`config.mk`:
```
export PLATFORM = sky130hd
export DESIGN_NAME = if_fetch
export DESIGN_NICKNAME = d
export VERILOG_FILES = /design/src/rtl/if_fetch_pkg.sv /design/src/rtl/if_fetch_icache.sv /design/src/rtl/if_fetch.sv
export SDC_FILE = /design/constraint.sdc
export NUM_CORES = 1
export LEC_CHECK = 0
export BUFFER_PORTS_ARGS = -buffer_cell sky130_fd_sc_hd__buf_2
export CAP_MARGIN = 30
export CORE_MARGIN = 1.5
export CORE_UTILIZATION = 40
export DETAILED_ROUTE_END_ITERATION = 12
export GPL_ROUTABILITY_DRIVEN = 0
export PLACE_DENSITY_LB_ADDON = 0.25
export SLEW_MARGIN = 20
export SYNTH_ARGS = -nofsm -noshare
export SYNTH_HDL_FRONTEND = slang
export SYNTH_SLANG_ARGS = --single-unit
```
`constraint.sdc`:
```
create_clock -name clk -period 6 [get_ports clk]
set_input_delay 0.6 -clock clk [delete_from_list [all_inputs] [get_ports clk]]
set_output_delay 0.6 -clock clk [all_outputs]
set_load 0.02 [all_outputs]
```
`src/rtl/if_fetch_pkg.sv`:
```
// Shared constants, state encoding and helpers for the instruction-fetch stage.
package if_fetch_pkg;

  localparam int ADDR_LEN             = 32;
  localparam int INST_LEN             = 32;
  localparam int ICACHE_LINES_DEFAULT = 128;
  localparam logic [INST_LEN-1:0] ZERO_WORD = '0;

  typedef enum logic [1:0] {
    IF_IDLE  = 2'd0,
    IF_FETCH = 2'd1,
    IF_HOLD  = 2'd2
  } if_state_e;

  function automatic logic [ADDR_LEN-1:0] word_align(input logic [ADDR_LEN-1:0] addr);
    return addr & 32'hFFFF_FFFC;
  endfunction

endpackage

```
`src/rtl/if_fetch_icache.sv`:
```
// Direct-mapped instruction cache of one-word lines with per-line valid bits.
// Combinational lookup; a line is written on the clock edge when we is high.
module if_fetch_icache
  import if_fetch_pkg::*;
#(
  parameter int LINES = ICACHE_LINES_DEFAULT
) (
  input  logic                clk,
  input  logic                rst,
  input  logic [ADDR_LEN-1:0] lookup_addr,
  output logic                hit,
  output logic [INST_LEN-1:0] rdata,
  input  logic                we,
  input  logic [ADDR_LEN-1:0] waddr,
  input  logic [INST_LEN-1:0] wdata
);

  localparam int IDX_W = $clog2(LINES);
  localparam int TAG_W = ADDR_LEN - IDX_W - 2;

  logic [LINES-1:0]    valid;
  logic [TAG_W-1:0]    tag_mem  [LINES];
  logic [INST_LEN-1:0] data_mem [LINES];
  logic [IDX_W-1:0]    lookup_idx;
  logic [IDX_W-1:0]    write_idx;
  logic                unused_low;

  assign lookup_idx = lookup_addr[IDX_W+1:2];
  assign write_idx  = waddr[IDX_W+1:2];
  assign hit        = valid[lookup_idx] && (tag_mem[lookup_idx] == lookup_addr[ADDR_LEN-1:IDX_W+2]);
  assign rdata      = data_mem[lookup_idx];
  assign unused_low = ^{lookup_addr[1:0], waddr[1:0]};

  always_ff @(posedge clk) begin
    if (rst) begin
      valid <= '0;
    end else if (we) begin
      valid[write_idx] <= 1'b1;
    end
  end

  // NOTE: tag/data storage is never reset; the valid bits alone qualify every line.
  always_ff @(posedge clk) begin
    if (we) begin
      tag_mem[write_idx]  <= waddr[ADDR_LEN-1:IDX_W+2];
      data_mem[write_idx] <= wdata;
    end
  end

endmodule

```
`src/rtl/if_fetch.sv`:
```
// Instruction fetch: assembles each 32-bit word from four byte reads and holds it for decode.
// Define ICACHE_EN to add a direct-mapped instruction cache in front of the byte bus.
module if_fetch
  import if_fetch_pkg::*;
#(
  parameter logic [ADDR_LEN-1:0] RESET_PC     = 32'h0000_0000,
  parameter int                  ICACHE_LINES = ICACHE_LINES_DEFAULT
) (
  input  logic                clk,
  input  logic                rst,
  input  logic                stall_i,
  input  logic                jump_i,
  input  logic [ADDR_LEN-1:0] jump_addr_i,
  input  logic                mem_gnt_i,
  input  logic [7:0]          mem_rdata_i,
  output logic                mem_req_o,
  output logic [ADDR_LEN-1:0] mem_addr_o,
  output logic [ADDR_LEN-1:0] pc_o,
  output logic [INST_LEN-1:0] inst_o,
  output logic                inst_valid_o
);

  if_state_e           state;
  if_state_e           state_next;
  logic [ADDR_LEN-1:0] pc;
  logic [2:0]          issue_cnt;
  logic [2:0]          recv_cnt;
  logic                pending;
  logic                grant;
  logic                last_byte;
  logic                handoff;
  logic                lookup_en;
  logic                cache_hit;
  logic [INST_LEN-1:0] cache_rdata;

  assign grant     = mem_req_o && mem_gnt_i;
  assign last_byte = (state == IF_FETCH) && pending && (recv_cnt == 3'd3);
  assign handoff   = (state == IF_HOLD) && !stall_i;
  assign lookup_en = (state == IF_IDLE) || handoff;

`ifdef ICACHE_EN
  logic [ADDR_LEN-1:0] lookup_addr;
  logic                cache_hit_raw;
  logic                fill_we;

  // At a handoff the line of interest is the one after the instruction being held.
  assign lookup_addr = (state == IF_HOLD) ? pc + 32'd4 : pc;
  assign fill_we     = last_byte && !jump_i;
  assign cache_hit   = lookup_en && cache_hit_raw && !jump_i;

  if_fetch_icache #(
    .LINES(ICACHE_LINES)
  ) u_icache (
    .clk        (clk),
    .rst        (rst),
    .lookup_addr(lookup_addr),
    .hit        (cache_hit_raw),
    .rdata      (cache_rdata),
    .we         (fill_we),
    .waddr      (pc),
    .wdata      ({mem_rdata_i, inst_o[23:0]})
  );
`else
  logic unused_cfg;

  assign cache_hit   = 1'b0;
  assign cache_rdata = ZERO_WORD;
  assign unused_cfg  = lookup_en ^ (ICACHE_LINES > 0);
`endif

  always_ff @(posedge clk) begin
    if (rst) state <= IF_IDLE;
    else     state <= state_next;
  end

  // NOTE: every variable gets a default at the top so no path can infer a latch.
  always_comb begin
    state_next = state;
    mem_req_o  = 1'b0;
    mem_addr_o = '0;
    unique case (state)
      IF_IDLE:  state_next = cache_hit ? IF_HOLD : IF_FETCH;
      IF_FETCH: begin
        mem_req_o  = (issue_cnt < 3'd4);
        mem_addr_o = pc + ADDR_LEN'(issue_cnt);
        if (last_byte) state_next = IF_HOLD;
      end
      IF_HOLD:  if (!stall_i) state_next = cache_hit ? IF_HOLD : IF_FETCH;
      default:  state_next = IF_IDLE;
    endcase
    if (jump_i) state_next = IF_IDLE;
  end

  // NOTE: sequential state uses non-blocking assignments so every register sees pre-edge values.
  always_ff @(posedge clk) begin
    if (rst) begin
      pc           <= RESET_PC;
      pc_o         <= RESET_PC;
      inst_o       <= ZERO_WORD;
      inst_valid_o <= 1'b0;
      issue_cnt    <= '0;
      recv_cnt     <= '0;
      pending      <= 1'b0;
    end else if (jump_i) begin
      pc           <= word_align(jump_addr_i);
      inst_valid_o <= 1'b0;
      issue_cnt    <= '0;
      recv_cnt     <= '0;
      pending      <= 1'b0;
    end else begin
      unique case (state)
        IF_IDLE: begin
          if (cache_hit) begin
            inst_o       <= cache_rdata;
            pc_o         <= pc;
            inst_valid_o <= 1'b1;
          end
        end
        IF_FETCH: begin
          pending <= grant;
          if (grant) issue_cnt <= issue_cnt + 3'd1;
          if (pending) begin
            inst_o[{recv_cnt[1:0], 3'b000} +: 8] <= mem_rdata_i;
            recv_cnt <= recv_cnt + 3'd1;
            if (recv_cnt == 3'd3) begin
              inst_valid_o <= 1'b1;
              pc_o         <= pc;
            end
          end
        end
        IF_HOLD: begin
          if (!stall_i) begin
            pc        <= pc + 32'd4;
            issue_cnt <= '0;
            recv_cnt  <= '0;
            pending   <= 1'b0;
            if (cache_hit) begin
              inst_o <= cache_rdata;
              pc_o   <= pc + 32'd4;
            end else begin
              inst_valid_o <= 1'b0;
            end
          end
        end
        default: ;
      endcase
    end
  end

endmodule

```
-- After elaboration in Yosys (flattened, before gate mapping)
Index checks and enable logic that the tools add are counted.
- register bits after elaboration: 106
- word-level logic and storage cells: 63
- output and inout bits: 98
- input port bits: 45
- eq/ne operators: 9
- reductions and logical operators: 16
- bitwise gates (word level): 2
- shift-type cells: 2
- add/subtract/negate cells: 5
- muxes and demuxes: 19
- $lt $le $gt $ge: 1
- operator list (operator ; number):
    32-bit two-way mux ; 4
    32-bit by 3-bit adder with 32-bit output ; 1
    32-bit by 3-bit adder with 32-bit output, second input constant ; 1
    32-bit bitwise mux ; 1
    8-bit by 7-bit variable shift with 32-bit output, first input constant ; 1
    8-bit by 7-bit variable part select with 32-bit output ; 1
    3-bit case mux with 2 select lines ; 2
    3-bit two-way mux ; 3
    3-bit AND reduction ; 3
    2-bit != test, second input constant ; 4
    2-bit AND reduction ; 4
    4-bit AND reduction ; 2
    5-bit negation with 7-bit output ; 1
    3-bit by 1-bit adder with 3-bit output, second input constant ; 2
    2-bit case mux with 3 select lines ; 1
    1-bit two-way mux ; 4
    2-bit two-way mux ; 2
    2-bit by 1-bit != test with 1-bit output, second input constant ; 2
    1-bit case mux with 2 select lines ; 2
    2-bit nonzero test ; 2
    3-bit by 2-bit == test with 1-bit output, second input constant ; 1
    1-bit logical AND ; 3
    3-bit < comparator, second input constant ; 1
    2-bit by 1-bit == test with 1-bit output, second input constant ; 1
    4 further kinds ; 5

-- Longest topological paths before layout
Gate-level depths: netlist of the first run.
- depth in word-level cells: 5
- gate-level depth with buffers: 7
- depth with buffers taken out: 6

-- Worst setup path after synthesis of the first run
Ideal clock, no wire load.
- path type: register to output
- from: register pc[2]
- to: output port mem_addr_o[20]
- path buffers: 1
- arrival time: 2.365 ns
- data required time: 5.400 ns
- cell stages (with the launch flop): 7
- path slack: 3.035 ns
- cell sequence: dfxtp_1 > ha_1 > ha_1 > nand2_1 > or4_1 > clkbuf_1 > o41ai_1
- longest elaborated chain between the ends: 2
- RTL lines (item ; RTL line ; source):
    start, declared ; if_fetch.sv:25 ; logic [ADDR_LEN-1:0] pc;
    start signal, assigned ; if_fetch.sv:105 ; pc <= word_align(jump_addr_i);
    start signal, assigned ; if_fetch.sv:133 ; pc <= pc + 32'd4;
    32-bit by 3-bit adder with 32-bit output ; if_fetch.sv:85 ; mem_addr_o = pc + ADDR_LEN'(issue_cnt);
    32-bit two-way mux ; if_fetch.sv:81 ; unique case (state)
    end, declared ; if_fetch.sv:17 ; output logic [ADDR_LEN-1:0] mem_addr_o,
Every way passes these cells.

-- Final worst setup path of the first run
- from: register pc[2]
- to: output port mem_addr_o[17]
The elaborated chain is that of the path after synthesis.

==> results.py, run 1 <==
metrics = {
    "min_path": {
        "hold-path-cell-count": 2,
        "hold_path_class": "reg2reg",
    },
    "timing": {
        "rsz0062_at_grt": "false",
        "tns_ps": 0,
        "min_period_ps": 3580,
        "slew_viol_final": 0,
        "hold_viol_final": 0,
        "max_freq_mhz": 279,
        "finalClockSkew_ps": 12.5,
        "setup_violations": 0,
        "final.period_utilization_pct": 59.7,
        "max_slew_margin_pct": 39.2,
        "tightest_slew_ps": 910,
        "setup_slack_ps": 2420,
    },
    "cts": {
        "cts.sinks": 102,
        "cts_buffer_depth": 2,
        "cts-root-buf": "clkbuf_16",
        "insertion_delay_ps": 360,
        "numCtsBuffers": 9,
        "cts-hold-fix-buffers": 0,
        "htree_levels": 3,
        "cts_setup_buffers": 0,
        "cts_tree": "built",
        "cts-resized-gates": 0,
        "clkTransAtPathRegs_ps": 70,
    },
    "floorplan": {
        "num_rows": 41,
        "coreArea_um2": 12700,
        "initial_core_util_pct": 41.3,
        "io_pins": 143,
        "die_w_um": 118,
        "die_h_um": 118,
        "die_area_um2": 13800,
    },
    "yosys": {
        "synth_xor_area_share_pct": 4.00,
        "synth-edff-count": 0,
        "yosysUniqueCellTypes": 46,
        "synth-seq-cells": 102,
        "synth_ff_type": "dfxtp_1",
        "synth_compound_area_share_pct": 17.6,
        "yosysSeqAreaShare_pct": 38.8,
        "synthCells": 687,
        "synth-simple-area-share_pct": 29.8,
        "synth_top_family_by_area": "simple AND/OR/NAND/NOR gates",
        "netlist_area_um2": 5260,
        "synth.avg_cell_area_um2": 7.66,
        "synth_fa_ha_area_share_pct": 2.38,
        "synthMuxAreaShare_pct": 0.595,
        "synthArstFlopShare_pct": 0,
        "synthesis.yosys.warnings": 0,
    },
    "setup_path": {
        "required_ps": 5400,
        "worst-path-buf-inv": 1,
        "rr_worst_depth": 4,
        "cp_top_family": "simple AND/OR/NAND/NOR gates",
        "slowest_delay_ps": 670,
        "start_kind": "register",
        "worstSetupPathType": "reg2out",
        "cp.arrival_ps": 2980,
        "path_cells": "ha_1 > and4_1 > nand4_1 > or4_1 > a21oi_1 > buf_2",
        "cp-end-kind": "output port",
        "crit_slowest_cell": "or4_1",
        "worst-path-max-fanout": 17,
        "cp_num_cells": 6,
    },
    "placement": {
        "place_ws_ps": 2730,
        "port_buffers": 138,
        "hpwlAfterDp_mm": 10.9,
        "place_inst": 939,
        "placed_area_um2": 5950,
    },
    "final_layout": {
        "drive_above_1_share_pct": 22.0,
        "fin_area_um2": 6300,
        "antenna_cells": 0,
        "num-nets-final": 836,
        "fillers": 1314,
        "instances_no_fill": 958,
        "postLayoutCoreUtil_pct": 49.5,
        "syn_to_final_growth_pct": 19.7,
    },
    "flow_run": {
        "max_cap_violations": 0,
    },
    "run_status": {
        "status": "finished clean",
    },
    "detailed_routing": {
        "drt_wl_total_mm": 15.3,
        "drc": 0,
        "firstDrtPassIters": 5,
        "drtIter0Drc": 432,
        "post_drt_wl_per_cell_um": 15.9,
        "drt.antenna.violating_nets": 0,
        "post_drt_via_cell_ratio": 5.60,
        "route.vias.total": 5368,
    },
    "global_route": {
        "antenna_found_initial": 0,
        "grt_pass1_vias": 4968,
        "grt_pass1_wl_mm": 24.8,
        "grt_max_degree": 94,
        "grt-ovfl-total": 0,
        "globalRouteTotalUtil_pct": 22.0,
    },
    "pwr": {
        "ir_worst_vdd_mv": 0.158,
        "p_leak_nw": 2.42,
        "powerDensity_nw_per_um2": 228,
    },
}
==> final timing paths <==
path / from / slack (ps) / to
worst min register to register: inst_o[11] / 450 / inst_o[11]
worst max-delay path: pc[2] / 2420 / mem_addr_o[17]
worst min-delay path: inst_o[11] / 450 / inst_o[11]
worst max register to register: pc[13] / 3580 / pc[31]
==> stage by stage <==
step / total power, mW / hold slack (ps)
floorplan: 0.807 / 454
global placement: 0.842 / 440
detailed placement: 0.846 / 441
CTS: 1.45 / 450
global route: 1.50 / 468
finish: 1.44 / 451
==> synthesized netlist by cell type (all sizes together) (3+ instances only) <==
cell type	n	area share (%)
a21oi	85	8.1
nand4	18	2.4
or4	12	1.7
inv	16	1.1
and2	11	1.3
nor4	8	1.1
ha	10	2.4
xnor2	17	2.8
or3	9	1.1
nor3	10	0.95
nand3	42	4.0
a211oi	20	2.9
nor3b	6	0.86
a2111oi	7	1.2
and4	11	1.8
nand2	120	8.6
xor2	7	1.2
dfxtp	102	39
buf	19	2.1
o31ai	12	1.7
nand2b	5	0.59
o21ai	7	0.67
clkbuf	47	3.5
a221oi	3	0.50
nor2	51	3.6
a311oi	7	1.2
==> per-layer routing <==
| metal | up-vias | wire length [µm] | share of wire [%] | track usage, % |
|---|---|---|---|---|
| met5 | - | 0 | 0 | 0 |
| met4 | 0 | 387 | 2.5 | 10.1 |
| met3 | 32 | 693 | 4.5 | 3.49 |
| met2 | 166 | 7440 | 49 | 37.6 |
| met1 | 2553 | 6760 | 44 | 27.0 |
| li1 | 2617 | - | - | - |
==> power by group <==
part | internal (mW) | switching [mW] | total [mW] | leakage (nW)
Combinational | 0.0435 | 0.0656 | 0.109 | 1.44
Clock | 0.329 | 0.274 | 0.604 | 0.150
Sequential | 0.691 | 0.0339 | 0.725 | 0.830
Total | 1.06 | 0.374 | 1.44 | 2.42
==> state kept, by name (all words and copies together), names as in the netlist <==
| signal | flops |
|---|---|
| recv_cnt | 3 |
| pc | 30 |
| inst_o | 32 |
| pc_o | 30 |
| pending | 1 |
| state | 2 |
| issue_cnt | 3 |
| inst_valid_o | 1 |
==> worst min-delay path: stages (launching register included) <==
cell	delay, ps
dfxtp_1	310
nand2_1	50
a21oi_1	50
==> kinds of logic (layout without fill, tap and decap cells) <==
| logic type | Yosys count | count (layout) |
|---|---|---|
| AND/OR/NAND/NOR | 315 | 315 |
| AO/OA/AOI/OAI | 150 | 150 |
| flip-flops | 102 | 102 |
| buffers and inverters | 82 | 180 |
| XOR/XNOR | 24 | 24 |
| adder cells (fa/ha/maj) | 10 | 10 |
| multiplexers | 3 | 3 |
| other | 1 | 2 |
==> area by class of cell <==
type / instances / area, µm² / area share [%]
tap: 172 / 215 / 3.42
multi-input combinational: 504 / 2870 / 45.6
sequential: 102 / 2040 / 32.4
clock inverter: 7 / 78.8 / 1.25
inverter: 16 / 60.1 / 0.954
clock buffer: 9 / 225 / 3.58
timing repair buffer: 148 / 803 / 12.8
==> layout by cell type (no fill, tap or decap), drive strengths merged, types with 12 or more instances in the layout <==
cell    netlist  routed
nand3        42      42
inv          16      19
o31ai        12      12
nor2         51      51
buf          19     146
dfxtp       102     102
a21oi        85      85
a211oi       20      20
xnor2        17      17
or4          12      12
nand4        18      18
nand2       120     120
Note: power is estimated with default switching activity, not from simulation.
==> run 2: changes to the inputs <==
==> constraint.sdc (replaced) <==
create_clock -name clk -period 3 [get_ports clk]
set_input_delay 0.3 -clock clk [delete_from_list [all_inputs] [get_ports clk]]
set_output_delay 0.3 -clock clk [all_outputs]
set_load 0.02 [all_outputs]
==> run 2 against run 1 <==
- clock skew shrank 1.1 ps
- clock-buffer cell count is the same
- largest cell class unchanged
- critical path type unchanged
- design area grew 1.1%
- critical endpoint is now mem_addr_o[27]
==> results.py, run 2 (synthesis results as in run 1) <==
metrics = {
    "global_route": {
        "grt_pass1_vias": 5057,
        "grt_pass1_wl_mm": 24.9,
        "antenna_found_initial": 1,
        "grt-ovfl-total": 0,
        "globalRouteTotalUtil_pct": 22.0,
        "grt_max_degree": 48,
    },
    "cts": {
        "htree_levels": 3,
        "cts_tree": "built",
        "numCtsBuffers": 9,
        "cts-root-buf": "clkbuf_16",
        "cts_setup_buffers": 0,
        "cts.sinks": 102,
        "insertion_delay_ps": 360,
        "cts-hold-fix-buffers": 0,
        "cts_buffer_depth": 2,
        "clkTransAtPathRegs_ps": 80,
    },
    "floorplan": {
        "num_rows": 41,
        "io_pins": 143,
        "initial_core_util_pct": 41.3,
        "die_w_um": 118,
        "die_h_um": 118,
        "coreArea_um2": 12700,
        "die_area_um2": 13800,
    },
    "final_layout": {
        "top_regs": "inst_o x32, pc x30, pc_o x30",
        "fin_area_um2": 6360,
        "postLayoutCoreUtil_pct": 50.0,
        "num-nets-final": 849,
        "instances_no_fill": 972,
        "multi_input_area_um2": 2880,
        "largest_register": "inst_o",
        "final_cell_mix": "138 x buf_2, 120 x nand2_1, 102 x dfxtp_1, 85 x a21oi_1, 51 x nor2_1",
        "layout_commonest_cell": "buf_2",
        "syn_to_final_growth_pct": 21.0,
        "largest_register_ffs": 32,
        "drive_above_1_share_pct": 23.4,
        "fillers": 1319,
        "regArea_um2": 2040,
    },
    "setup_path": {
        "cp.arrival_ps": 2500,
        "worstSetupPathType": "reg2out",
        "worstSetupStartpoint": "pc[4]",
        "reg2reg_from": "pc[3]",
        "start_kind": "register",
        "worst-path-max-fanout": 17,
        "cp-end-kind": "output port",
        "required_ps": 2700,
        "ff2ff_setup_slack_ps": 610,
    },
    "placement": {
        "place_inst": 955,
        "placed_area_um2": 6050,
        "port_buffers": 138,
        "place_ws_ps": 421,
        "hpwlAfterDp_mm": 10.9,
    },
    "detailed_routing": {
        "drtIter0Drc": 494,
        "post_drt_via_cell_ratio": 5.52,
        "firstDrtPassIters": 5,
        "drt.antenna.violating_nets": 0,
        "route.vias.total": 5369,
        "drt_wl_total_mm": 15.3,
        "drc": 0,
        "post_drt_wl_per_cell_um": 15.8,
    },
    "min_path": {
        "hp-start": "jump_addr_i[20]",
        "hold_path_class": "in2reg",
    },
    "timing": {
        "setup_slack_ps": 196,
        "hold_ws_ps": 189,
        "setup_violations": 0,
        "final.period_utilization_pct": 93.5,
        "finalClockSkew_ps": 11.4,
        "max_freq_mhz": 357,
        "tightest_slew_ps": 895,
        "tns_ps": 0,
        "slew_viol_final": 0,
        "hold_viol_final": 0,
        "max_slew_margin_pct": 40.2,
        "min_period_ps": 2800,
        "rsz0062_at_grt": "false",
    },
    "flow_run": {
        "max_cap_violations": 0,
    },
    "pwr": {
        "finalPower_mw": 2.86,
        "powerDensity_nw_per_um2": 450,
        "p_leak_nw": 2.46,
        "ir_worst_vdd_mv": 0.289,
    },
    "run_status": {
        "status": "finished clean",
    },
}
## run 2: routing by layer
layer / track usage (%) / wire length (µm) / vias to the layer above
li1: - / - / 2643
met1: 28.2 / 6750 / 2529
met2: 37.1 / 7470 / 182
met5: 0 / 0 / -
met4: 7.39 / 229 / 0
met3: 4.07 / 872 / 15
## run 2: critical path, cell delays in order (launching register included)
cell	delay (ps)
dfxtp_1	570
and4_1	360
nand4_1	120
buf_4	200
or4_1	510
a21oi_1	190
buf_2	210
## run 2: final cells by class
| type | instances | share of cell area (%) |
|---|---|---|
| repair buffers | 161 | 13.6 |
| inverters | 16 | 0.944 |
| well taps | 172 | 3.38 |
| clock inverters | 7 | 1.24 |
| clock buffers | 9 | 3.54 |
| multi-input cells | 504 | 45.2 |
| flip-flops and latches | 102 | 32.1 |
| diodes | 1 | 0.0393 |
## run 2: path summary, 6_finish.rpt
check	endpoint	cells after the start
hold reg to reg	pc_o[3]	2
hold / removal	pc[20]	3
setup reg to reg	pc[26]	7
setup / recovery	mem_addr_o[27]	6
## run 2: repair_timing
| item | in CTS | in global routing |
|---|---|---|
| endpoints found under the setup margin | 0 | 5 |
| resized for setup | 0 | 4 |
| endpoints found under the hold margin | 0 | 0 |
## run 2: report_power, final
part | internal [mW] | switching (mW) | total [mW]
logic | 0.0908 | 0.144 | 0.235
registers | 1.38 | 0.0568 | 1.44
clock network | 0.592 | 0.598 | 1.19
==> run 3: changes to the inputs <==
--- a/config.mk
+++ b/config.mk
@@ -7,6 +7,7 @@
 export LEC_CHECK = 0
 export BUFFER_PORTS_ARGS = -buffer_cell sky130_fd_sc_hd__buf_2
 export CAP_MARGIN = 30
+export CORE_ASPECT_RATIO = 0.7
 export CORE_MARGIN = 1.5
 export CORE_UTILIZATION = 40
 export DETAILED_ROUTE_END_ITERATION = 12
==> run 3 against run 2 <==
- via count is 0.99% higher
- combinational power rose by 3%
- fmax decreased by 2.9%
- sequential power about the same
- hold slack better by 11 ps
- clock skew fell by 2.8 ps
- design area grew 0.69%
- core utilization rose by 0.69 points
- first-iteration DRC count decreased by 17%
- clock power increased by 8%
- critical path type unchanged
- die area hardly changed
- flip-flop and latch count unchanged
==> results.py, run 3 (synthesis results as in run 1) <==
metrics = {
    "setup_path": {
        "worstSetupPathType": "reg2out",
        "start_kind": "register",
        "cp.arrival_ps": 2590,
        "slowest_delay_ps": 580,
        "worst-path-max-fanout": 16,
        "crit_slowest_cell": "or3_1",
        "required_ps": 2700,
        "cp-end-kind": "output port",
        "path_cells": "nand4_2 > or3_1 > or4_1 > a21oi_1 > buf_2",
    },
    "cts": {
        "cts_setup_buffers": 0,
        "numCtsBuffers": 9,
        "cts-root-buf": "clkbuf_16",
        "cts.sinks": 102,
        "clkTransAtPathRegs_ps": 70,
        "cts_tree": "built",
        "cts_buffer_depth": 2,
        "htree_levels": 3,
        "insertion_delay_ps": 350,
    },
    "global_route": {
        "grt_pass1_vias": 5006,
        "antenna_found_initial": 0,
        "globalRouteTotalUtil_pct": 22.7,
        "grt-ovfl-total": 0,
        "grt_pass1_wl_mm": 25.3,
        "grt_max_degree": 40,
    },
    "detailed_routing": {
        "post_drt_wl_per_cell_um": 16.3,
        "drt_wl_total_mm": 15.7,
        "post_drt_via_cell_ratio": 5.63,
        "route.vias.total": 5422,
        "drtIter0Drc": 412,
        "firstDrtPassIters": 5,
        "drc": 0,
        "drt.antenna.violating_nets": 0,
    },
    "timing": {
        "final.period_utilization_pct": 96.3,
        "finalClockSkew_ps": 8.53,
        "tightest_slew_ps": 909,
        "slew_viol_final": 0,
        "min_period_ps": 2890,
        "max_freq_mhz": 346,
        "setup_slack_ps": 112,
        "setup_violations": 0,
        "hold_viol_final": 0,
        "max_slew_margin_pct": 39.3,
        "tns_ps": 0,
        "rsz0062_at_grt": "false",
    },
    "placement": {
        "hpwlAfterDp_mm": 11.5,
        "place_ws_ps": 304,
        "port_buffers": 138,
        "place_inst": 947,
    },
    "final_layout": {
        "largest_register_ffs": 32,
        "antenna_cells": 0,
        "final_cell_mix": "138 x buf_2, 120 x nand2_1, 102 x dfxtp_1, 85 x a21oi_1, 51 x nor2_1",
        "num-nets-final": 851,
        "layout_commonest_cell": "buf_2",
        "top_regs": "inst_o x32, pc x30, pc_o x30",
        "largest_register": "inst_o",
        "drive_above_1_share_pct": 23.6,
        "syn_to_final_growth_pct": 21.8,
        "instances_no_fill": 963,
    },
    "floorplan": {
        "die_area_um2": 13900,
        "die_w_um": 140,
        "io_pins": 143,
        "coreArea_um2": 12600,
        "die_h_um": 98.9,
        "num_rows": 34,
        "initial_core_util_pct": 41.6,
    },
    "pwr": {
        "finalPower_mw": 2.97,
        "p_int_mw": 2.22,
        "pwr-share-clk_pct": 43.3,
        "p_sw_share_pct": 25.2,
        "powerDensity_nw_per_um2": 464,
        "combPwrFrac_pct": 8.2,
        "ir_worst_vdd_mv": 0.308,
        "seq_power_share_pct": 48.6,
        "p_leak_nw": 2.49,
        "switchingPower_mw": 0.750,
    },
    "flow_run": {
        "max_cap_violations": 0,
    },
    "min_path": {
        "hold_path_class": "in2reg",
    },
    "run_status": {
        "status": "finished clean",
    },
}
[run 3: final cells by class]
cell class,instances,area (µm²)
clock inverters,7,105
multi-input cells,504,2880
well taps,162,203
repair buffers,163,898
inverters,16,60.1
fillers,1247,6230
flip-flops and latches,102,2040
clock buffers,9,225
[run 3: power groups by stage]
stage               Sequential [mW]  Combinational (mW)  Clock (mW)
CTS                            1.44               0.242        1.32
global placement               1.47               0.230           0
floorplan                      1.43               0.183           0
detailed placement             1.47               0.241           0
global route                   1.45               0.266        1.37
finish                         1.44               0.243        1.29
[run 3: worst paths after layout]
| kind | from | to | slack, ps | cells after the start |
|---|---|---|---|---|
| setup / recovery | pc[17] | mem_addr_o[31] | 110 | 5 |
| hold / removal | jump_addr_i[29] | pc[29] | 200 | 3 |
| setup reg to reg | pc[17] | pc[31] | 770 | 4 |
| hold reg to reg | inst_o[19] | inst_o[19] | 450 | 2 |
[run 3: per-stage QoR]
step / hold WS (ps) / util [%] / instance area (µm²)
final: 199 / 50.7 / 6410
after global routing: 211 / 50.7 / 6410
after CTS: 188 / 50.7 / 6410
after detailed placement: 440 / 48.1 / 6070
after global placement: 438 / 47.8 / 6040
after floorplan: 445 / - / 5260
[run 3: critical path: cells and delay by family (launching register included)]
kind | cells | cell delay (ps)
buffers and inverters | 1 | 180
and+or+nand+nor | 3 | 1320
AOI/OAI and AO/OA | 1 | 170
DFF | 1 | 560
[run 3: layer usage]
layer | global-route usage [%] | part of all wire [%]
met1 | 33.3 | 49
met2 | 32.4 | 41
met3 | 5.05 | 7.7
met4 | 7.69 | 2.1
met5 | 0 | 0
[run 3: timing repair]
item	in CTS	in global routing
endpoints found under the setup margin	3	2
endpoints found under the hold margin	0	0
gates cloned	0	0
pin swaps	0	1
gates resized for setup	1	2
hold buffers	0	0
